### config.mk
export PLATFORM = sky130hd
export DESIGN_NAME = ejtag_pracc_hs_ctrl
export DESIGN_NICKNAME = d
export VERILOG_FILES = /design/src/rtl/ejtag_pracc_hs_ctrl_pkg.sv /design/src/rtl/ejtag_pracc_hs_ctrl_sync.sv /design/src/rtl/ejtag_pracc_hs_ctrl.sv
export SDC_FILE = /design/constraint.sdc
export NUM_CORES = 1
export LEC_CHECK = 0
export ABC_CLOCK_PERIOD_IN_PS = 1150
export CAP_MARGIN = 20
export CORE_AREA = 10 10 47 49
export DETAILED_ROUTE_END_ITERATION = 7
export DIE_AREA = 0 0 57 59
export GPL_TIMING_DRIVEN = 1
export PLACE_DENSITY = 0.61
export SYNTH_ARGS = -nofsm -noshare
export SYNTH_HDL_FRONTEND = slang
export SYNTH_HIERARCHICAL = 1
export SYNTH_SLANG_ARGS = --single-unit
export TNS_END_PERCENT = 30
### constraint.sdc
create_clock -name CLK -period 1.15 [get_ports CLK]
set_input_delay 0.1725 -clock CLK [delete_from_list [all_inputs] [get_ports CLK]]
set_output_delay 0.1725 -clock CLK [all_outputs]
set_load 0.01 [all_outputs]
### src/rtl/ejtag_pracc_hs_ctrl_pkg.sv
// Shared definitions for the EJTAG PrAcc handshake controller: FSM encoding
// and the default timeout configuration.
package ejtag_pracc_hs_ctrl_pkg;

  typedef enum logic [1:0] {
    ST_IDLE = 2'd0,
    ST_REQ  = 2'd1,
    ST_ACK  = 2'd2
  } state_t;

  localparam int TO_WIDTH_DEF = 8;
  localparam int TO_LIMIT_DEF = 200;

endpackage

### src/rtl/ejtag_pracc_hs_ctrl_sync.sv
// SYNC_STAGES-deep level synchroniser (ejtag_hs_sync) with a synchronous,
// active-high clear. Legal depths are 2 and 3.
module ejtag_hs_sync #(
  parameter int SYNC_STAGES = 2
) (
  input  logic CLK,
  input  logic RESET,
  input  logic d,
  output logic q
);

  logic [SYNC_STAGES-1:0] sync_pipe;

  always_ff @(posedge CLK) begin
    if (RESET) sync_pipe <= '0;
    else       sync_pipe <= {sync_pipe[SYNC_STAGES-2:0], d};
  end

  assign q = sync_pipe[SYNC_STAGES-1];

endmodule

### src/rtl/ejtag_pracc_hs_ctrl.sv
// Core-side EJTAG PrAcc 4-phase handshake controller. The bounded wait for
// DBG_ACK (counter + sticky TIMEOUT_ERR) is built only with EJTAG_PRACC_TIMEOUT_EN.
module ejtag_pracc_hs_ctrl
  import ejtag_pracc_hs_ctrl_pkg::*;
#(
  parameter int SYNC_STAGES = 2,
  parameter int TO_WIDTH    = TO_WIDTH_DEF,
  parameter int TO_LIMIT    = TO_LIMIT_DEF
) (
  input  logic CLK,
  input  logic RESET,
  input  logic PRACC_REQ_IN,
  input  logic PRACC_WR_IN,
  input  logic DBG_ACK,
  input  logic ERR_CLR,
  output logic DBG_REQ,
  output logic DBG_WR,
  output logic PRACC_ACK_OUT,
  output logic BUSY,
  output logic TIMEOUT_ERR
);

  logic   req_s, wr_s;
  state_t state_q, state_d;
  logic   dbg_req_d, dbg_wr_d, ack_d;
  logic   timeout_hit;

  ejtag_hs_sync #(.SYNC_STAGES(SYNC_STAGES)) u_sync_req (
    .CLK   (CLK),
    .RESET (RESET),
    .d     (PRACC_REQ_IN),
    .q     (req_s)
  );

  ejtag_hs_sync #(.SYNC_STAGES(SYNC_STAGES)) u_sync_wr (
    .CLK   (CLK),
    .RESET (RESET),
    .d     (PRACC_WR_IN),
    .q     (wr_s)
  );

  always_ff @(posedge CLK) begin
    if (RESET) begin
      state_q       <= ST_IDLE;
      DBG_REQ       <= 1'b0;
      DBG_WR        <= 1'b0;
      PRACC_ACK_OUT <= 1'b0;
    end else begin
      state_q       <= state_d;
      DBG_REQ       <= dbg_req_d;
      DBG_WR        <= dbg_wr_d;
      PRACC_ACK_OUT <= ack_d;
    end
  end

  // DBG_ACK and timeout share the REQ->ACK exit; only the error flag tells them apart.
  always_comb begin
    state_d   = state_q;
    dbg_req_d = DBG_REQ;
    dbg_wr_d  = DBG_WR;
    ack_d     = PRACC_ACK_OUT;
    unique case (state_q)
      ST_IDLE: if (req_s) begin
        state_d   = ST_REQ;
        dbg_req_d = 1'b1;
        dbg_wr_d  = wr_s;
      end
      ST_REQ: if (DBG_ACK || timeout_hit) begin
        state_d   = ST_ACK;
        dbg_req_d = 1'b0;
        dbg_wr_d  = 1'b0;
        ack_d     = 1'b1;
      end
      ST_ACK: if (!req_s) begin
        state_d = ST_IDLE;
        ack_d   = 1'b0;
      end
      default: begin
        state_d   = ST_IDLE;
        dbg_req_d = 1'b0;
        dbg_wr_d  = 1'b0;
        ack_d     = 1'b0;
      end
    endcase
  end

  assign BUSY = (state_q != ST_IDLE);

`ifdef EJTAG_PRACC_TIMEOUT_EN
  logic [TO_WIDTH-1:0] cnt_q;
  logic                to_fire;

  assign timeout_hit = (state_q == ST_REQ) && (cnt_q == TO_WIDTH'(TO_LIMIT - 1));
  assign to_fire     = timeout_hit && !DBG_ACK;

  // Held at zero in IDLE so every REQ starts counting from 0; saturates at all-ones.
  always_ff @(posedge CLK) begin
    if (RESET)                                cnt_q <= '0;
    else if (state_q == ST_IDLE)              cnt_q <= '0;
    else if (state_q == ST_REQ && cnt_q != '1) cnt_q <= cnt_q + 1'b1;
  end

  always_ff @(posedge CLK) begin
    if (RESET)        TIMEOUT_ERR <= 1'b0;
    else if (to_fire) TIMEOUT_ERR <= 1'b1;
    else if (ERR_CLR) TIMEOUT_ERR <= 1'b0;
  end
`else
  localparam bit TO_CFG_OK = (TO_LIMIT >= 1) && (TO_LIMIT < (1 << TO_WIDTH));
  logic unused_to;

  assign unused_to   = TO_CFG_OK ^ ERR_CLR;
  assign timeout_hit = 1'b0;
  assign TIMEOUT_ERR = 1'b0;
`endif

endmodule

==> flow_summary.ini, run 1 <==
[floorplan]
die_width_um = 57
boundaryPins = 11
dieArea_um2 = 3360
initial_core_util_pct = 27.1
placement_rows = 14
die_h_um = 59
floorplan.core_area_um2 = 1400

[placed_design]
dpl.cell_count = 62
placement.setup.worst_slack_ns = -0.0741
hpwl_um = 509
port_buffers = 8
globalplace.congestion = 0.693

[clock_tree]
ctsHtreeMaxLevel = 1
clk_path_buf_depth = 2
cts.reportedPaths.clkPinSlew_ns = 0.06
total_clock_buffers_created_by_cts = 3
clkLatencyLatePin_ns = 0.25
clk_root_buffer_cell = sky130_fd_sc_hd__clkbuf_4
tritoncts = yes
cts_hold_buffers = 0
cts.sink_count = 9

[cells_and_area]
diodes = 0
final_util_pct = 37.1
area_delta_synth_final_pct = 36.5
count_of_placed_standard_cells_in_the_final_layout_fillers_left_out = 66
nets = 57
fraction_of_layout_cells_with_a_size_suffix_above_1_pct = 30.0

[power_and_ir_drop]
power.combinational.fraction_pct = 12.8
power_frac_seq_pct = 51.3
power.ir.vdd_worst_uv = 526
switching_share_pct = 22.0
power_density_nw_per_um2 = 1260
cellInternalPower_w = 0.000510
pwr-share-clk_pct = 35.9
power.leakage_nw = 0.233
net-switching-power_w = 0.000144

[yosys]
number_of_flops_mapped_to_enable_cells_by_yosys = 0
synth_sequential_area_ratio_pct = 47.4
syn-cell-area_um2 = 380
post_synth.cell_area_avg_um2 = 10.6
synth-seq-cells = 9
library_cell_with_the_highest_instance_count_after_synthesis = sky130_fd_sc_hd__dfxtp_1
synth-main-ff-cell = sky130_fd_sc_hd__dfxtp_1
synthTopCellsByArea = sky130_fd_sc_hd__dfxtp_1 47%, sky130_fd_sc_hd__nor2b_1 8.2%, sky130_fd_sc_hd__nand3b_1 5.9%
synth.top_cells.by_count = 9 x sky130_fd_sc_hd__dfxtp_1, 5 x sky130_fd_sc_hd__nor2b_1, 3 x sky130_fd_sc_hd__a21oi_1, 3 x sky130_fd_sc_hd__nand3b_1, 2 x sky130_fd_sc_hd__nor2_1
ys_warn_count = 6
syn-instance-count = 36
synth_top_area_cell = sky130_fd_sc_hd__dfxtp_1
synth_cell_types = 19
synth_nets = 42
yosys.area.top_type_share_pct = 47.4
ys_async_sr_fraction_pct = 0

[global_routing]
grt_max_degree = 10
antenna_found_initial = 0
first_global_vias = 289
grt.overflow.total = 0
grt_pass1_wl_um = 1230
globalRouteTotalUtil_pct = 4.71

[worst_setup_path]
timing.critical_path.required_ns = 0.98
depth_of_the_worst_register_to_register_path = 4
worst_path_largest_cell_delay_ns = 0.31
worstSetupEndpointType = output pin
arrival_ns = 0.92
critPathMaxFanout = 2
reg2reg_from = state_q[0]
timing.critical_path.from_type = flip-flop
crit_reg_reg_endpoint = DBG_WR
critical_path.cell_chain = or2_4, buf_6
timing.critical_path.slowest_stage_cell = sky130_fd_sc_hd__dfxtp_2
critPathKind = reg2out
regToRegSetupSlack_ns = 0.19

[status]
status = finished clean

[routing]
detail-route-antenna-nets = 0
drt-initial-drc-count = 5
routed-via-count = 279
drcViolationCount = 0
drt_pass1_iterations = 3
routedWlPerCell_um = 10.5
drt_wl_total_um = 692
avgViaCountPerCell = 4.23

[timing]
max_freq_mhz = 917
timing.final.hold_violations = 0
worst_slack_ns = 0.0593
setup_viol = 0
min_period_ns = 1.09
unrepaired_setup_endpoints_after_global_routing = false
layout_worst_path_cycle_share_pct = 94.8
setup_total_negative_slack_ns = 0
fin_skew_ns = 0.00200
finalMaxSlewViolations = 0

[run]
max-cap-violations = 0

[worst_hold_path]
hold_path_startpoint = u_sync_wr/sync_pipe[0]
hold_end = u_sync_wr/sync_pipe[1]
hp-class = reg2reg
whs_path_depth = 1
[power groups by stage]
stage | Combinational [W] | Clock (W) | Sequential (W)
4_1_cts | 0.0000837 | 0.000250 | 0.000335
3_5_place_dp | 0.0000855 | 0 | 0.000342
2_1_floorplan | 0.0000413 | 0 | 0.000344
5_1_grt | 0.0000931 | 0.000265 | 0.000336
6_report | 0.0000838 | 0.000235 | 0.000335
3_3_place_gp | 0.0000854 | 0 | 0.000341
[worst max-delay path, delay by kind of cell, from the launching register on]
| family | cells | cell delay (ns) |
|---|---|---|
| buffers and inverters | 1 | 0.12 |
| AND/OR/NAND/NOR | 1 | 0.24 |
| flip-flops | 1 | 0.31 |
[routing by layer]
layer	track usage, %	share of wire, %
met3	1.72	5.5
met1	5.24	49
met4	5.03	0
met2	6.51	46
met5	0	0
[state kept, by name (all words and copies together) (netlist names)]
register,count
state_q,2
DBG_REQ,1
DBG_WR,1
u_sync_req/sync_pipe,2
u_sync_wr/sync_pipe,2
PRACC_ACK_OUT,1
[worst max path at each step]
stage / endpoint / cells past startpoint / slack, ns / from
after floorplan: DBG_WR / 4 / 0.27 / state_q[0]
after global placement: BUSY / 2 / -0.07 / state_q[1]
after detailed placement: BUSY / 2 / -0.07 / state_q[1]
after CTS: BUSY / 2 / -0.01 / state_q[1]
after global routing: DBG_REQ / 1 / 0.02 / DBG_REQ
final: BUSY / 2 / 0.06 / state_q[1]
[cells in the final DEF (no fill, tap or decap)]
| cell | count |
|---|---|
| sky130_fd_sc_hd__a2111oi_2 | 1 |
| sky130_fd_sc_hd__a21o_1 | 1 |
| sky130_fd_sc_hd__a21oi_1 | 3 |
| sky130_fd_sc_hd__a21oi_2 | 1 |
| sky130_fd_sc_hd__a2bb2oi_1 | 1 |
| sky130_fd_sc_hd__buf_4 | 4 |
| sky130_fd_sc_hd__buf_6 | 1 |
| sky130_fd_sc_hd__clkbuf_1 | 1 |
| sky130_fd_sc_hd__clkbuf_4 | 3 |
| sky130_fd_sc_hd__clkdlybuf4s50_1 | 4 |
| sky130_fd_sc_hd__conb_1 | 1 |
| sky130_fd_sc_hd__dfxtp_1 | 8 |
| sky130_fd_sc_hd__dfxtp_2 | 1 |
| sky130_fd_sc_hd__dlygate4sd2_1 | 3 |
| sky130_fd_sc_hd__nand2_1 | 1 |
| sky130_fd_sc_hd__nand2b_1 | 1 |
| sky130_fd_sc_hd__nand2b_2 | 1 |
| sky130_fd_sc_hd__nand3b_1 | 3 |
| sky130_fd_sc_hd__nand3b_4 | 1 |
| sky130_fd_sc_hd__nor2_1 | 2 |
| sky130_fd_sc_hd__nor2b_1 | 5 |
| sky130_fd_sc_hd__nor2b_2 | 1 |
| sky130_fd_sc_hd__o21bai_1 | 1 |
| sky130_fd_sc_hd__or2_4 | 1 |
[area by class of cell]
class | count | area (um2)
multi-input cells | 25 | 184
well taps | 16 | 20.0
repair buffers | 12 | 108
fillers | 154 | 882
clock buffers | 4 | 26.3
flip-flops and latches | 9 | 181
[stage by stage]
stage	power (W)	hold slack [ns]	area, um2
global route	0.000694	0.471	519
global placement	0.000427	0.418	492
finish	0.000653	0.441	519
floorplan	0.000385	0.235	380
CTS	0.000668	0.449	515
detailed placement	0.000427	0.433	492
[timing repair]
action | in CTS | in global routing
endpoints found under the setup margin | 4 | 1
resized for setup | 8 | 2
pin swaps | 0 | 0
buffers inserted | 0 | 0
[cell families after synthesis]
logic type / after synthesis / synth area share [%]
flops: 9 / 47.4
simple gates: 16 / 30.3
compound gates: 8 / 16.4
buf+inv: 2 / 4.93
other cells: 1 / 0.986
(Power assumes the default switching activity.)
==> run 2: changes to the inputs <==
--- a/config.mk
+++ b/config.mk
@@ -10,8 +10,8 @@
 export CORE_AREA = 10 10 47 49
 export DETAILED_ROUTE_END_ITERATION = 7
 export DIE_AREA = 0 0 57 59
-export GPL_TIMING_DRIVEN = 1
 export PLACE_DENSITY = 0.61
+export SLEW_MARGIN = 15
 export SYNTH_ARGS = -nofsm -noshare
 export SYNTH_HDL_FRONTEND = slang
 export SYNTH_HIERARCHICAL = 1
==> results of run 2 <==
The final DEF is identical to that of run 1; final timing and power are the same.
